### config.mk
export PLATFORM = sky130hd
export DESIGN_NAME = seq_divider
export DESIGN_NICKNAME = d
export VERILOG_FILES = /design/src/rtl/seq_divider.sv
export SDC_FILE = /design/constraint.sdc
export NUM_CORES = 1
export LEC_CHECK = 0
export CORE_ASPECT_RATIO = 0.6
export CORE_UTILIZATION = 45
export CTS_CLUSTER_SIZE = 40
export DETAILED_ROUTE_END_ITERATION = 8
export HOLD_SLACK_MARGIN = 0.02
export PLACE_DENSITY_LB_ADDON = 0.2
export RECOVER_POWER = 50
export SLEW_MARGIN = 20
export SYNTH_ARGS = -nofsm -noshare
export SYNTH_HDL_FRONTEND = slang
export SYNTH_SLANG_ARGS = --single-unit
### constraint.sdc
create_clock -name clk -period 2.64 [get_ports clk]
set_input_delay 0.264 -clock clk [delete_from_list [all_inputs] [get_ports clk]]
set_output_delay 0.264 -clock clk [all_outputs]
set_load 0.02 [all_outputs]
### src/rtl/seq_divider.sv
// Sequential unsigned restoring divider with a start/done handshake.
// One trial subtraction per clock; a divide takes WIDTH RUN cycles plus
// one FIN cycle, and a zero divisor goes straight to FIN.
//
// Ports:
//   clk        system clock, rising edge
//   reset_n    asynchronous active-low reset
//   start      request, accepted when not in RUN (IDLE or FIN)
//   A, B       dividend / divisor, captured on the accepted start edge
//   Q, R       quotient / remainder, registered, held until next completion
//   busy       high while iterating
//   done       single-cycle completion pulse
//   DivByZero  set with done when the captured divisor was zero,
//              held until the next accepted start
module seq_divider #(
  parameter int unsigned WIDTH = 16
) (
  input  logic             clk,
  input  logic             reset_n,
  input  logic             start,
  input  logic [WIDTH-1:0] A,
  input  logic [WIDTH-1:0] B,
  output logic [WIDTH-1:0] Q,
  output logic [WIDTH-1:0] R,
  output logic             busy,
  output logic             done,
  output logic             DivByZero
);

  localparam int unsigned CW = $clog2(WIDTH + 1);
  localparam int unsigned TW = WIDTH + 1;

  typedef enum logic [1:0] {
    IDLE = 2'd0,
    RUN  = 2'd1,
    FIN  = 2'd2
  } state_t;

  state_t           state, state_d;
  logic [CW-1:0]    cnt, cnt_d;
  // Partial remainder. Its (WIDTH+1)-th bit is always zero between
  // iterations because a kept difference is below the divisor, so only
  // WIDTH bits are stored; the widened value exists only in t_c.
  logic [WIDTH-1:0] p, p_d;
  logic [WIDTH-1:0] d, d_d;
  logic [WIDTH-1:0] b, b_d;
  logic [WIDTH-1:0] q_d, r_d;
  logic             dbz_d, busy_d, done_d;

  // One restoring step: shift in the next dividend bit, trial-subtract.
  logic [TW-1:0]    t_c;
  logic [TW:0]      diff_c;
  logic             borrow_c;
  logic [WIDTH-1:0] p_iter_c;
  logic [WIDTH-1:0] d_iter_c;

  always_comb begin
    t_c      = {p, d[WIDTH-1]};
    diff_c   = {1'b0, t_c} - {2'b00, b};
    borrow_c = diff_c[TW];
    p_iter_c = borrow_c ? t_c[WIDTH-1:0] : diff_c[WIDTH-1:0];
    d_iter_c = {d[WIDTH-2:0], ~borrow_c};
  end

  // Next-state and next-output logic.
  always_comb begin
    state_d = state;
    cnt_d   = cnt;
    p_d     = p;
    d_d     = d;
    b_d     = b;
    q_d     = Q;
    r_d     = R;
    dbz_d   = DivByZero;
    busy_d  = 1'b0;
    done_d  = 1'b0;

    case (state)
      RUN: begin
        p_d    = p_iter_c;
        d_d    = d_iter_c;
        cnt_d  = cnt - CW'(1);
        busy_d = 1'b1;
        if (cnt == CW'(1)) begin
          state_d = FIN;
          q_d     = d_iter_c;
          r_d     = p_iter_c;
          busy_d  = 1'b0;
          done_d  = 1'b1;
        end
      end
      IDLE, FIN: begin
        state_d = IDLE;
        if (start) begin
          b_d = B;
          d_d = A;
          p_d = '0;
          if (B != '0) begin
            state_d = RUN;
            cnt_d   = CW'(WIDTH);
            busy_d  = 1'b1;
            dbz_d   = 1'b0;
          end else begin
            state_d = FIN;
            cnt_d   = '0;
            q_d     = '1;
            r_d     = A;
            dbz_d   = 1'b1;
            done_d  = 1'b1;
          end
        end
      end
      default: state_d = IDLE;
    endcase
  end

  // State and output registers.
  always_ff @(posedge clk or negedge reset_n) begin
    if (!reset_n) begin
      state     <= IDLE;
      cnt       <= '0;
      p         <= '0;
      d         <= '0;
      b         <= '0;
      Q         <= '0;
      R         <= '0;
      DivByZero <= 1'b0;
      busy      <= 1'b0;
      done      <= 1'b0;
    end else begin
      state     <= state_d;
      cnt       <= cnt_d;
      p         <= p_d;
      d         <= d_d;
      b         <= b_d;
      Q         <= q_d;
      R         <= r_d;
      DivByZero <= dbz_d;
      busy      <= busy_d;
      done      <= done_d;
    end
  end

endmodule
Yosys cells after proc, flatten, opt, wreduce, memory -nomap -nowiden
Cells that the tools add are included.
W data, S select, Z words.
{ "word_totals": {"reg_bits": 90, "inputBits": 35, "output_inout_bits": 35, "elab_cells": 54} }
{ "op_classes": {"n_addsub": 2, "n_eq_ne": 6, "n_mux": 28, "n_bitwise": 1, "reduce_logical": 7} }
{ "ops": {"columns": ["operator", "count"], "rows": [
  ["$mux W16", 9],
  ["$pmux W16 S2", 4],
  ["$sub A17 B16 Y18", 1],
  ["$reduce_bool A16 Y1", 1],
  ["$mux W5", 2],
  ["$pmux W5 S2", 1],
  ["$mux W1", 6],
  ["$mux W2", 3],
  ["$ne A2 B2 Y1 const B", 3],
  ["$eq A5 B1 Y1 const B", 1],
  ["$sub A5 B1 Y5 const B", 1],
  ["$pmux W1 S2", 2],
  ["$pmux W2 S2", 1],
  ["$reduce_and A2 Y1", 2],
  ["$reduce_and A4 Y1", 1],
  ["$eq A2 B1 Y1 const B", 1],
  ["$eq A2 B2 Y1 const B", 1],
  ["$logic_not A2 Y1", 1],
  ["$reduce_bool A2 Y1", 1],
  ["$reduce_or A2 Y1", 1],
  ["$not A1 Y1", 1]
]} }

Longest topological paths before layout
Gate-level depths: netlist of run 1.
{ "depth": {"word_depth": 4, "mapped_depth": 11, "ltp_nobuf": 9} }

Least setup slack after synthesis of run 1
Ideal clock, no wire load.
{ "synth_path": {"path_type": "flip-flop to flip-flop", "startpoint": "reg b[0]", "endpoint": "reg R[12]", "arrival_ns": 2.109, "required_ns": 2.536, "path_slack_ns": 0.427, "stages_incl_launch_ff": 9, "n_path_buf": 0, "period_less_slack_ns": 2.213, "path_cell_list": "dfrtp_1 -> ha_1 -> fa_1 -> o21ai_0 -> a221oi_1 -> o21ai_0 -> xor2_1 -> mux2i_1 -> a221oi_1"} }
{ "synth_between": {"elab_chain_len": 4} }
{ "synth_rtl": {"columns": ["element", "line_no", "rtl"], "rows": [
  ["from (decl)", "46", "logic [WIDTH-1:0] b, b_d;"],
  ["from (signal assigned)", "124", "b <= '0;"],
  ["from (signal assigned)", "135", "b <= b_d;"],
  ["$sub A17 B16 Y18", "59", "diff_c = {1'b0, t_c} - {2'b00, b};"],
  ["$mux W16", "61", "p_iter_c = borrow_c ? t_c[WIDTH-1:0] : diff_c[WIDTH-1:0];"],
  ["$mux W16", "84", "if (cnt == CW'(1)) begin"],
  ["$pmux W16 S2", "78", "case (state)"],
  ["to (signal assigned)", "137", "R <= r_d;"],
  ["to (decl)", "24", "output logic [WIDTH-1:0] R,"]
]} }
Every way passes these cells. The select of a mux whose other input is x is not followed.
A chain may end at the register's enable or synchronous reset.

Final worst setup path of run 1
{ "layout_path": {"startpoint": "reg p[13]", "endpoint": "reg R[13]"} }
{ "layout_between": {"elab_chain_len": 4} }
{ "layout_rtl": {"columns": ["element", "line_no", "rtl"], "rows": [
  ["from (decl)", "44", "logic [WIDTH-1:0] p, p_d;"],
  ["from (signal assigned)", "133", "p <= p_d;"],
  ["$sub A17 B16 Y18", "59", null],
  ["$mux W16", "61", null],
  ["$mux W16", "84", null],
  ["$pmux W16 S2", "78", null]
]} }
Every way passes these cells. The select of a mux whose other input is x is not followed.

==> results of run 1 <==
-- layout make-up --
cell class                 count  share of cell area, %
inverter                      40                   2.42
clock buffer                  11                   3.91
clock inverter                 5                   1.37
multi-input combinational    372                   38.5
tap                          135                   2.72
timing repair buffer          99                   14.8
sequential                    90                   36.3
-- tightest hold or removal path: stages --
cell and delay [ns]:
clkdlybuf4s50_1 0.41, nand2_1 0.06, o21ai_0 0.07
-- metal layers --
metal  part of all wire (%)  track usage, %  vias to the layer above
met3                    5.9            4.27                       12
met5                      0               0                        -
met1                     51            36.3                     2058
li1                       -               -                     2043
met2                     42            36.1                      122
met4                   0.95            6.22                        0
-- where the power goes --
group	internal [mW]	switching [mW]	total, mW	leakage [nW]
sequential	2.07	0.477	2.55	1.08
combinational	2.61	3.51	6.12	1.51
clock	0.861	0.548	1.41	0.156
-- state kept, by name, indices dropped and copies added (netlist names) --
| register | flops |
|---|---|
| Q | 16 |
| R | 16 |
| b | 16 |
| d | 16 |
| p | 16 |
| cnt | 5 |
| state | 2 |
| DivByZero | 1 |
| busy | 1 |
| done | 1 |
-- logic make-up (layout without fill, tap and decap cells) --
family / after synthesis / count (layout) / share of synthesized area [%]
and+or+nand+nor: 163 / 163 / 15.7
muxes: 19 / 19 / 3.99
AOI/OAI and AO/OA: 160 / 160 / 21.1
buffers and inverters: 69 / 155 / 5.79
xor gates and xnor gates: 11 / 11 / 1.98
DFF: 90 / 90 / 46.3
adders and majority gates: 19 / 19 / 5.04
-- worst max path at each step --
| stage | startpoint | endpoint | slack, ns | cells after the start |
|---|---|---|---|---|
| after floorplan | b[0] | R[12] | 0.43 | 8 |
| after global placement | b[1] | p[1] | -0.004 | 9 |
| after detailed placement | b[0] | p[14] | -0.09 | 8 |
| after CTS | b[1] | R[11] | 0.04 | 9 |
| after global routing | p[0] | R[13] | -0.01 | 8 |
| final | p[13] | R[13] | 0.11 | 8 |
-- cells in the final DEF (no fill, tap or decap), types with 8 or more instances in the layout --
cell type and count:
a31oi_1 26, xnor2_1 8, clkdlybuf4s50_1 67, buf_4 25, inv_1 40, o21ai_0 62, nand2_1 72, dfrtp_1 90
mux2i_1 16, a21oi_1 16, ha_1 17, clkbuf_16 9, nor2_1 42
-- repair_timing --
item / in CTS / in global routing
endpoints found under the setup margin: 7 / 17
hold buffers: 1 / 0
setup buffers: 0 / 1
hold endpoints to repair: 43 / 0
pin swaps: 0 / 1
resized for setup: 3 / 8
-- through the flow --
step / hold slack, ns / worst slack [ns] / instances / power, mW
floorplan: -0.0316 / 0.427 / 531 / 6.45
global placement: 0.318 / -0.00423 / 734 / 8.30
detailed placement: 0.314 / -0.0902 / 734 / 8.41
CTS: 0.499 / 0.0432 / 751 / 9.91
global route: 0.532 / -0.0132 / 752 / 10.8
finish: 0.511 / 0.107 / 752 / 10.1
==> metrics.txt, run 1 <==
status=completed; die height=82.5 um; Yosys top cell area share=46.3%; Hold Startpoint=B[5]; CP max stage delay=0.42 ns; clock-pin slew on the worst setup and hold paths=0.07 ns; Final nets=666; Final Max Slew Viols=0; hold endpoint=b[5]; Yosys Warn Count=0; antenna fix cells=0; Post-synth EDFFs=0; core area=0.0102 mm2; drt wl/cell=between 15 and 20 um; R2R cell count=8; clk sinks=90; f_max=between 0.3 and 0.4 GHz; drt via density=roughly 5.6; final setup fails=0; Synth cell types=64; # fillers=about 890; Reg area=0.00225 mm2; port bufs=69; fin crit period=2.53 ns; CP arrival=2.75 ns; Least-Margin Pin Slew=1.16 ns; Hold Path Class=in -> reg; worst path required time=2.86 ns; Final Skew=0.00881 ns; crit-path leading delay family=compound AO/OA/AOI/OAI gates; Num CTS Buffers=9; Max clock buf depth=2; Avg Synthesized Cell Area=9.16 um2; Area contributors post-synth=dfrtp_1 46%, o21ai_0 6.5%, nand2_1 5.6%; DIE AREA=0.0112 mm2; gr usage total=24.3%; Overflow after GRT=0; Mapped Cells=531; initial antenna violation count=1; Root Buffer Master=clkbuf_16; P&R area growth vs syn=27.7%; Area after DPL=0.00582 mm2; cell area after synthesis=0.00486 mm2; Max VDD drop=0.727 mV; DRC viols=0; Setup CP Type=reg -> reg; ys async rst share=100%; worst r2r dst=R[13]; CP Max Fanout=9; effective utilization at floorplan=a little under half; Finished Cell Area=roughly 0.0062 mm2; flops & latches, synth=90; reg2reg start=p[13]; leak pwr=2.74 nW; Worst Setup Start Kind=register; first-pass GRT wire length=just over 20 mm; multi-input logic area=0.00239 mm2; FP Rows=28; WP buf/inv=0; vias in the first global route=3961; reg2reg setup slack=0.11 ns; Hold Fails Final Rpt=0; CTS tree=yes; top cells by count, synth=90 x dfrtp_1, 72 x nand2_1, 63 x o21ai_0, 43 x nor2_1, 40 x inv_1; count leader, synth=dfrtp_1; MaxCap Viol Count=0; Worst slew margin=22.4%; Final Cycle Share=between 90 and 100%; Core Util, Final=61.1%; H-tree Lvls=3; total nets after synthesis=585; worst path cell trace=ha_2 > nand2_1 > nor2_1 > and4bb_1 > a21boi_4 > nor2_4 > a22oi_1 > a221oi_2; WHS Path Cells=3; sequential fraction of the synthesis area=46.3%; Top FF cell, synth=dfrtp_1; Detailed Route WL=~13 mm; layout cells sized above 1=11.3%; total number of vias=4235; leading area contributor after synthesis=dfrtp_1; antenna viol nets, final=0; Post-DP HPWL=between 9 and 10 mm; drt first pass iters=5; critical path's slowest cell=ha_2; P per Cell Area=1620 mW/mm2; DR iter-0 viols=310; Die Width=136 um; Clk Latency, worst-skew pair=0.35 ns; Placer Congestion=0.844; Top Ports=70; TNS Setup=0 ns; Critical Path End Type=register; maximum number of pins on one net before global-route repair=48
No activity file was read; power rests on OpenSTA's default activity.
==> run 2, diff against run 1 <==
CORE_UTILIZATION = 25   (was 45)
==> metrics.txt, run 2 (synthesis gave the netlist of run 1 again) <==
commonest non-fill, non-tap cell in the layout=dfrtp_1; placed cells=847; Die Width=182 um; FP Rows=39; Post-Layout Cell Count=866; Worst slew margin=9.12%; CP arrival=2.76 ns; Setup CP Type=reg -> reg; reg2reg setup slack=0.13 ns; R2R cell count=7; worst path cell trace=ha_1 > a211oi_1 > a31oi_1 > o21ai_2 > nand2_4 > mux2i_1 > a221oi_1; Final nets=669; vias in the first global route=4279; critical path's slowest cell=dfrtp_1; first-pass GRT wire length=23.3 mm; port bufs=69; clock-pin slew on the worst setup and hold paths=0.07 ns; total number of vias=4200; CP max stage delay=0.45 ns; drt wl/cell=16.8 um; Worst Setup SP=p[5]; Least-Margin Pin Slew=about 1.4 ns; final setup fails=0; CTS tree=yes; gr usage total=15.3%; leak pwr=2.76 nW; Num CTS Buffers=9; crit path to=R[12]; H-tree Lvls=3; Critical Path End Type=register; effective utilization at floorplan=25.5%; DR iter-0 viols=277; Root Buffer Master=clkbuf_16; worst path required time=2.89 ns; DRC viols=0; DIE AREA=about 0.02 mm2; critical path depth=7; antenna fix cells=0; WP buf/inv=0; Final Cycle Share=between 90 and 100%; WHS=a little under 0.5 ns; drt via density=4.85; Worst Setup Start Kind=register; TNS Setup=0 ns; CP Max Fanout=10; Final Skew=0.00453 ns; reg2reg start=p[5]; f_max=roughly 0.40 GHz; Final Max Slew Viols=0; P per Cell Area=1600 mW/mm2; most frequent cells in the layout=89 x dfrtp_1, 71 x nand2_1, 68 x clkdlybuf4s50_1; layout cells sized above 1=11.8%; status=completed; core area=about 0.019 mm2; Detailed Route WL=14.5 mm; P&R area growth vs syn=31.0%; die height=110 um; Hold Fails Final Rpt=0; drt first pass iters=5; Clk Latency, worst-skew pair=0.35 ns; maximum number of pins on one net before global-route repair=51; Max clock buf depth=2; clk sinks=90; antenna viol nets, final=0; Hold Path Class=reg -> reg; Max VDD drop=0.547 mV; crit-path leading delay family=compound AO/OA/AOI/OAI gates; worst r2r dst=R[12]; Top Ports=70; Overflow after GRT=0; MaxCap Viol Count=0; fin crit period=2.51 ns; initial antenna violation count=0; Post-DP HPWL=10.9 mm; # fillers=slightly below 2000; Placer Congestion=between 0.8 and 0.9
==> run 2: changes by cell type in the layout (fill, tap and decap cells not counted), sizes merged <==
| cell | previous run | this run |
|---|---|---|
| buf | 26 | 28 |
| inv | 41 | 42 |
| dlygate4sd3 | 2 | 1 |
| clkdlybuf4s50 | 67 | 68 |
==> run 2: worst min-delay path by stage <==
stage / startpoint / to / slack [ns] / depth (start not counted)
after floorplan: reset_n / DivByZero / -0.03 / 0
after global placement: reset_n / b[15] / 0.35 / 1
after detailed placement: reset_n / b[14] / 0.36 / 1
after CTS: DivByZero / DivByZero / 0.49 / 1
after global routing: DivByZero / DivByZero / 0.52 / 1
final: DivByZero / DivByZero / 0.49 / 1
==> run 2: stage by stage <==
stage	util [%]	area [um2]	setup slack, ns	power [mW]
final	33.5	6370	0.129	10.2
after global routing	33.5	6370	-0.0156	11.0
after CTS	33.4	6350	0.0689	10.2
after detailed placement	31.5	6000	-0.00360	8.62
after global placement	31.5	6000	-0.0501	8.54
after floorplan	-	4860	0.427	6.45
==> run 2: worst register-to-register path: stages, from the launching register on <==
cell	delay [ns]
dfrtp_1	0.45
ha_1	0.38
a211oi_1	0.37
a31oi_1	0.19
o21ai_2	0.36
nand2_4	0.19
mux2i_1	0.19
a221oi_1	0.29
==> run 2: cell type report <==
class / count / area, um2 / share of cell area [%]
multi-input cells: 372 / 2360 / 37.1
well taps: 246 / 308 / 4.83
clock buffers: 10 / 239 / 3.75
flip-flops and latches: 90 / 2250 / 35.4
clock inverters: 6 / 96.3 / 1.51
inverters: 40 / 150 / 2.36
repair buffers: 102 / 961 / 15.1
==> run 2: what timing repair did <==
action	4_1_cts	5_1_grt
resized for setup	1	7
endpoints found under the setup margin	2	27
hold buffers	1	0
setup buffers	0	2
endpoints found under the hold margin	47	0
==> run 2: layer usage <==
layer	global-route usage [%]	wire [um]	vias up
met4	3.96	173	0
met5	0	0	-
met3	3.35	563	16
met1	22.1	7650	2051
met2	23.0	6160	92
li1	-	-	2041
==> run 2: where the power goes <==
group          switching (mW)  internal (mW)
registers               0.503           2.07
clock network           0.593          0.868
logic                    3.50           2.65
total                    4.59           5.59
